**config.mk**
```make
export PLATFORM = sky130hd
export DESIGN_NAME = unified_mem_arbiter
export DESIGN_NICKNAME = d
export VERILOG_FILES = /design/src/rtl/unified_mem_arbiter.sv
export SDC_FILE = /design/constraint.sdc
export NUM_CORES = 1
export LEC_CHECK = 0
export BUFFER_PORTS_ARGS = -buffer_cell sky130_fd_sc_hd__clkbuf_2
export CORE_ASPECT_RATIO = 1.25
export CORE_MARGIN = 3
export CORE_UTILIZATION = 50
export DETAILED_ROUTE_END_ITERATION = 10
export PLACE_DENSITY_LB_ADDON = 0.3
export REMOVE_ABC_BUFFERS = 1
export SYNTH_ARGS = -nofsm -noshare
export SYNTH_HDL_FRONTEND = slang
export SYNTH_SLANG_ARGS = --single-unit
export TNS_END_PERCENT = 30
```
**constraint.sdc**
```tcl
create_clock -name clk_i -period 2.8 [get_ports clk_i]
set_input_delay 0 -clock clk_i [delete_from_list [all_inputs] [get_ports clk_i]]
set_output_delay 0 -clock clk_i [all_outputs]
set_load 0.1 [all_outputs]
```
**src/rtl/unified_mem_arbiter.sv**
```systemverilog
// unified_mem_arbiter
//   Shares one single-ported unified memory between the rv32i fetch port and
//   the load/store port. One access at a time: IDLE -> ISSUE (one mem_en
//   cycle) -> WAIT (MEM_LAT cycles) -> RESP (one-cycle ready pulse).
//
//   Parameters: MEM_LAT (1..4) read latency from mem_en to valid mem_rdata,
//               ADDR_W byte-address width.
//   Ports:
//     clk_i, rst_i                  clock, synchronous active-high reset
//     if_req_i/if_addr_i            fetch request (held until if_ready_o)
//     if_rdata_o/if_ready_o         registered fetch word, one-cycle ready
//     if_stall_o                    if_req_i & ~if_ready_o
//     d_req_i/d_we_i/d_addr_i/
//     d_wdata_i/d_wstrb_i           load/store request (held until d_ready_o)
//     d_rdata_o/d_ready_o           registered load word, one-cycle ready
//     d_stall_o                     d_req_i & ~d_ready_o
//     mem_en_o/mem_we_o/mem_addr_o/
//     mem_wdata_o/mem_wstrb_o       memory strobe and write side (0 outside ISSUE)
//     mem_rdata_i                   memory read data
//
//   Build option: ARB_FAIR_EN -- alternate grants when both ports are pending
//   (last_grant register); undefined gives fixed data-over-fetch priority.
module unified_mem_arbiter #(
  parameter int MEM_LAT = 1,
  parameter int ADDR_W  = 32
) (
  input  logic              clk_i,
  input  logic              rst_i,
  input  logic              if_req_i,
  input  logic [ADDR_W-1:0] if_addr_i,
  output logic [31:0]       if_rdata_o,
  output logic              if_ready_o,
  output logic              if_stall_o,
  input  logic              d_req_i,
  input  logic              d_we_i,
  input  logic [ADDR_W-1:0] d_addr_i,
  input  logic [31:0]       d_wdata_i,
  input  logic [3:0]        d_wstrb_i,
  output logic [31:0]       d_rdata_o,
  output logic              d_ready_o,
  output logic              d_stall_o,
  output logic              mem_en_o,
  output logic              mem_we_o,
  output logic [ADDR_W-1:0] mem_addr_o,
  output logic [31:0]       mem_wdata_o,
  output logic [3:0]        mem_wstrb_o,
  input  logic [31:0]       mem_rdata_i
);

  typedef enum logic [1:0] {IDLE, ISSUE, WAIT, RESP} state_t;

  // Latched access, captured at the IDLE edge so requesters may change
  // their inputs while the access is in flight.
  typedef struct packed {
    logic              we;
    logic [ADDR_W-1:0] addr;
    logic [31:0]       wdata;
    logic [3:0]        wstrb;
  } acc_t;

  localparam logic [2:0] LAT = 3'(MEM_LAT);

  state_t      state_q, state_d;
  logic        grant_q, grant_d;   // 0 = fetch, 1 = data
  logic [2:0]  cnt_q, cnt_d;
  acc_t        acc_q, acc_d;
  logic [31:0] if_rdata_q, if_rdata_d;
  logic [31:0] d_rdata_q, d_rdata_d;
  logic        pick;               // port that would win in IDLE

`ifdef ARB_FAIR_EN
  logic last_grant_q, last_grant_d;

  // Contended: hand the grant to whoever lost last time.
  assign pick = (if_req_i && d_req_i) ? ~last_grant_q : d_req_i;

  always_comb begin
    last_grant_d = last_grant_q;
    if (state_q == IDLE && (if_req_i || d_req_i)) last_grant_d = pick;
  end

  always_ff @(posedge clk_i) begin
    if (rst_i) last_grant_q <= 1'b0;
    else       last_grant_q <= last_grant_d;
  end
`else
  assign pick = d_req_i;
`endif

  always_comb begin
    state_d     = state_q;
    grant_d     = grant_q;
    cnt_d       = cnt_q;
    acc_d       = acc_q;
    if_rdata_d  = if_rdata_q;
    d_rdata_d   = d_rdata_q;
    mem_en_o    = 1'b0;
    mem_we_o    = 1'b0;
    mem_addr_o  = '0;
    mem_wdata_o = '0;
    mem_wstrb_o = '0;
    if_ready_o  = 1'b0;
    d_ready_o   = 1'b0;
    case (state_q)
      IDLE: begin
        if (if_req_i || d_req_i) begin
          grant_d = pick;
          if (pick) begin
            acc_d.we    = d_we_i;
            acc_d.addr  = d_addr_i;
            acc_d.wdata = d_wdata_i;
            acc_d.wstrb = d_wstrb_i;
          end else begin
            acc_d.we    = 1'b0;
            acc_d.addr  = if_addr_i;
            acc_d.wdata = '0;
            acc_d.wstrb = '0;
          end
          state_d = ISSUE;
        end
      end
      ISSUE: begin
        mem_en_o    = 1'b1;
        mem_we_o    = acc_q.we;
        mem_addr_o  = {acc_q.addr[ADDR_W-1:2], 2'b00};
        mem_wdata_o = acc_q.wdata;
        mem_wstrb_o = acc_q.wstrb;
        cnt_d       = 3'd1;
        state_d     = WAIT;
      end
      WAIT: begin
        cnt_d = cnt_q + 3'd1;
        // Stores sit here for the same count so every access has equal length.
        if (cnt_q == LAT) begin
          if (!acc_q.we) begin
            if (grant_q) d_rdata_d  = mem_rdata_i;
            else         if_rdata_d = mem_rdata_i;
          end
          state_d = RESP;
        end
      end
      RESP: begin
        if_ready_o = ~grant_q;
        d_ready_o  = grant_q;
        state_d    = IDLE;
      end
      default: state_d = IDLE;
    endcase
  end

  always_ff @(posedge clk_i) begin
    if (rst_i) begin
      state_q    <= IDLE;
      grant_q    <= 1'b0;
      cnt_q      <= '0;
      acc_q      <= '0;
      if_rdata_q <= '0;
      d_rdata_q  <= '0;
    end else begin
      state_q    <= state_d;
      grant_q    <= grant_d;
      cnt_q      <= cnt_d;
      acc_q      <= acc_d;
      if_rdata_q <= if_rdata_d;
      d_rdata_q  <= d_rdata_d;
    end
  end

  assign if_rdata_o = if_rdata_q;
  assign d_rdata_o  = d_rdata_q;
  assign if_stall_o = if_req_i & ~if_ready_o;
  assign d_stall_o  = d_req_i & ~d_ready_o;

endmodule

```
[After elaboration in Yosys (flattened, before gate mapping)]
Index checks and enable logic that the tools add are counted.
Storage, ports and cells
  word-level logic and storage cells: 41
  output and inout port bits: 138
  flip-flop bits (word level): 139
Operators by class
  reductions and logical operators: 7
  bitwise gates (word level): 6
  muxes and demuxes: 12
  equal/unequal tests: 6
  add/subtract/negate cells: 1
Operator list (number)
  69-bit two-way mux: 1
  32-bit two-way mux: 2
  2-bit case mux with 4 select lines: 1
  4-bit AND reduction: 2
  3-bit case mux with 2 select lines: 1
  2-bit equality test, second input constant: 2
  1-bit two-way mux: 4
  2-bit two-way mux: 2
  4-bit two-way mux: 1
  2-bit inequality test, second input constant: 2
  1-bit NOT: 4
  2-bit AND reduction: 2
  3-bit by 1-bit adder with 3-bit output, second input constant: 1
  3-bit by 1-bit equality test with 1-bit output, second input constant: 1
  1-bit bitwise AND: 2
  2-bit by 1-bit equality test with 1-bit output, second input constant: 1
  2-bit zero test: 1
  2-bit nonzero test: 1
  1-bit logical OR: 1

[Depth between registers and ports, before layout]
  depth in word-level cells: 4
  mapped depth: 7
  gate-level depth less buffers: 5

[Least setup slack after synthesis]
OpenSTA, ideal clock, no wires.
  kind: reg2out
  start: reg state_q[1]
  end: out if_stall_o
  arrival time: 2884 ps
  buffers on the path: 0
  cell stages (with the launch flop): 4
  slack: -84 ps
  data required time: 2800 ps
  cells stage by stage: dfxtp_1 ha_1 nor2b_1 nor2b_1
Between the ends
  longest elaborated chain between the ends: 4
Ends and longest elaborated chain
  start, declared: RTL line 63  | state_t state_q, state_d;
  start signal, assigned: RTL line 160  | state_q <= state_d;
  2-bit equality test: RTL line 104  | case (state_q)
  1-bit two-way mux: RTL line 104
  via if_ready_o: RTL line 32  | output logic if_ready_o,
  1-bit NOT: RTL line 171  | assign if_stall_o = if_req_i & ~if_ready_o;
  1-bit bitwise AND: RTL line 171
  end, declared: RTL line 33  | output logic if_stall_o,
The timed path passes the listed nets, and every way through them passes these cells.

[Final worst setup path]
  start: in d_req_i
  end: reg acc_q[58] (netlist name)
Between the ends
  longest elaborated chain between the ends: 2
Ends and longest elaborated chain
  start, declared: RTL line 34  | input logic d_req_i,
  1-bit logical OR: RTL line 106  | if (if_req_i || d_req_i) begin
  2-bit AND reduction (no source line)
  end signal, assigned: RTL line 156  | acc_q <= '0;
  end signal, assigned: RTL line 163  | acc_q <= acc_d;
  end, declared: RTL line 66  | acc_t acc_q, acc_d;
Parallel ways exist; a longest one is shown, timed or not.
A chain may end at the register's enable or synchronous reset.

==> summary.txt <==
status: complete, no violations
CTS tree: yes
CP Launch Type: input pin
DRT antenna net count: 0
Final setup viols: 0
Setup CP Type: input pin to flip-flop
Tcrit/Tclk final: 86.5%
Seq cells post-synth: 137
Worst Hold Depth: 3
TritonCTS buffer count: 17
final hold slack: 0.0632 ns
drt total wl: 19,500 µm
Slew @ Worst Pin: 0.973 ns
area growth from synthesis to layout: 53.6%
largest net degree at the start of global routing: 69
vias in the first global route: 6,224
Max VDD drop: 0.608 mV
crit path DAT: 2.69 ns
Seq/Total Area, Yosys: 46.6%
Core Rows: 43
CTS Sinks: 137
# DRC: 0
DRT Pass-1 Iters: 7
crit path time final: 2.42 ns
YS warnings: 0
via count: 6,206
diode count: 0
IO Port Bufs: 268
first-pass GRT wire length: 31,000 µm
crit path max fanout: 66
power density cells: 846 nW/µm²
Crit. End Element: flip-flop
Critical Path Most Common Cell: dlygate4sd3_1
clock latency on the worst-skew pair: 0.40 ns
crit path buf inv count: 4
layout cells sized above 1: 30.3%
DP HPWL: 11,300 µm
Fin. Hold Viols: 0
Final nets: 1,177
CTS Hold Bufs: 123
CTS clk-pin slew, worst paths: 0.05 ns
delay-heaviest family, CP: buffers and inverters
WL per Instance: 16.5 µm
Max Cap Viol: 0
CTS root buffer: clkbuf_16
antenna violations before repair: 0
H-tree Lvls: 4
number of synthesized flops with an enable pin: 0
slowest cell delay on critical path: 0.68 ns
GRT Overall Usage: 29.8%
static leakage: 4.35 nW
RePlAce Congestion: 0.798
Slew HR: 35.2%
die area: 13,100 µm²
die span in x: 103 µm
Async S/R FF share, synth: 0%
core area: 11,300 µm²
Clock Path Buffers: 2
reg2reg setup slack: 0.79 ns
routed vias/inst: 5.26
Starting Density: 52.0%
most used flip-flop cell after synthesis: dfxtp_1
unrepaired setup endpoints after global routing: no
hold path startpoint: if_addr_i[23]
Post-Syn Area: 5880 µm²
initial DRC count: 261
num ports: 275
Hold Crit Class: input pin to flip-flop
CP required: 3.07 ns
post-synthesis cell type count: 31
worst r2r dst: d_rdata_o[27]$_SDFFE_PP0P_
gr ovfl total: 0
critical path's slowest cell: buf_4
Post-Syn Instances: 666
Final Slew Violations: 0
Die Height: 127 µm
cell breakdown of the critical path: dlygate4sd3_1, buf_2, buf_4, mux2i_1, dlygate4sd3_1, a211oi_1
Clock Skew: 0.0107 ns
cell area after layout: 9030 µm²
Reg2Reg Launch Point: state_q[0]$_SDFFE_PP0P_
R2R depth: 6
dpl cell area: 7230 µm²
crit path launch: d_req_i
Mapped Avg Cell Area: 8.83 µm²
PostCTS Resize Cnt: 0
hold worst-path end: acc_q[59]$_SDFFE_PP0P_
highest clock rate: 413 MHz
post-CTS setup buffers: 0
-- state kept, by name, summed over array words and instances (netlist names) --
name / flops
acc_q: 67
cnt_q: 3
d_rdata_o: 32
grant_q: 1
if_rdata_o: 32
state_q: 2
-- layout make-up --
cell class                 instances  area [µm²]
clock buffer                      18         429
clock inverter                    14         125
fill                             659        2270
inverter                           7        26.3
multi-input combinational        466        2870
sequential                       137        2740
tap                              135         169
timing repair buffer             403        2670
-- synthesized netlist by cell type (all sizes together), types with 3 or more instances --
cell / number / area [µm²]
ha: 8 / 100
inv: 7 / 26.3
dfxtp: 137 / 2740
nand2: 133 / 499
buf: 20 / 119
a21oi: 40 / 200
nor2b: 4 / 25.0
a211oi: 31 / 233
and2: 68 / 425
nor2: 31 / 116
o21ai: 3 / 15.0
nand3: 38 / 190
nand2b: 4 / 25.0
clkbuf: 37 / 139
mux2i: 94 / 941
-- metal layers --
metal	track usage (%)	part of all wire, %	routed length (µm)	vias to the layer above
met3	9.50	9.8	1910	65
met2	50.6	49	9610	333
li1	-	-	-	2957
met4	15.2	4.5	885	0
met5	0	0	0	-
met1	32.6	36	7130	2851
-- worst register-to-register path: stages, from the launching register on --
cell and delay (ns):
dfxtp_1 0.32, inv_1 0.14, ha_1 0.17, inv_1 0.07
or4_2 0.60, buf_4 0.33, mux2i_1 0.29
-- layout by cell type, fill, tap and decap left out, drive strengths merged, types with 2 or more instances in the layout --
cell / netlist / routed
nor2: 31 / 31
o21ai: 3 / 3
and2: 68 / 68
dfxtp: 137 / 137
nand2: 133 / 133
a21oi: 40 / 40
conb: 1 / 2
clkbuf: 37 / 285
clkinvlp: 0 / 6
clkinv: 0 / 5
buf: 20 / 12
dlygate4sd3: 0 / 124
mux2i: 94 / 94
a211oi: 31 / 31
nor2b: 4 / 4
nand3: 38 / 38
ha: 8 / 8
inv: 7 / 9
nand2b: 4 / 4
-- worst max path at each step --
stage	end	slack [ns]	cells after the start
finish	acc_q[58]$_SDFFE_PP0P_	0.38	6
global route	acc_q[58]$_SDFFE_PP0P_	0.33	6
CTS	mem_wdata_o[25]	0.55	5
detailed placement	d_rdata_o[28]$_SDFFE_PP0P_	0.82	6
global placement	d_rdata_o[11]$_SDFFE_PP0P_	0.85	6
floorplan	if_rdata_o[0]$_SDFFE_PP0P_	-0.82	5
-- cell families after synthesis --
| group | count (synthesis) | synth area share [%] |
|---|---|---|
| fa+ha+maj | 8 | 1.70 |
| flops | 137 | 46.6 |
| simple gates | 284 | 22.6 |
| other cells | 1 | 0.0638 |
| buf+inv | 64 | 4.83 |
| compound gates | 78 | 8.17 |
| mux | 94 | 16.0 |
-- through the flow --
step | TNS, ns | utilization [%] | cells | total power [W] | worst slack, ns
global route | 0 | 79.9 | 1180 | 0.00800 | 0.325
floorplan | -27.34 | - | 610 | 0.00472 | -0.818
finish | 0 | 79.9 | 1180 | 0.00764 | 0.378
global placement | 0 | 64.0 | 1024 | 0.00534 | 0.849
detailed placement | 0 | 64.0 | 1024 | 0.00537 | 0.823
CTS | 0 | 79.8 | 1179 | 0.00760 | 0.547
-- where the power goes --
part,switching (W),internal (W),leakage (nW)
clock network,0.000859,0.00122,0.255
logic,0.00240,0.000761,2.98
registers,0.000153,0.00224,1.12
(Power assumes the default switching activity.)
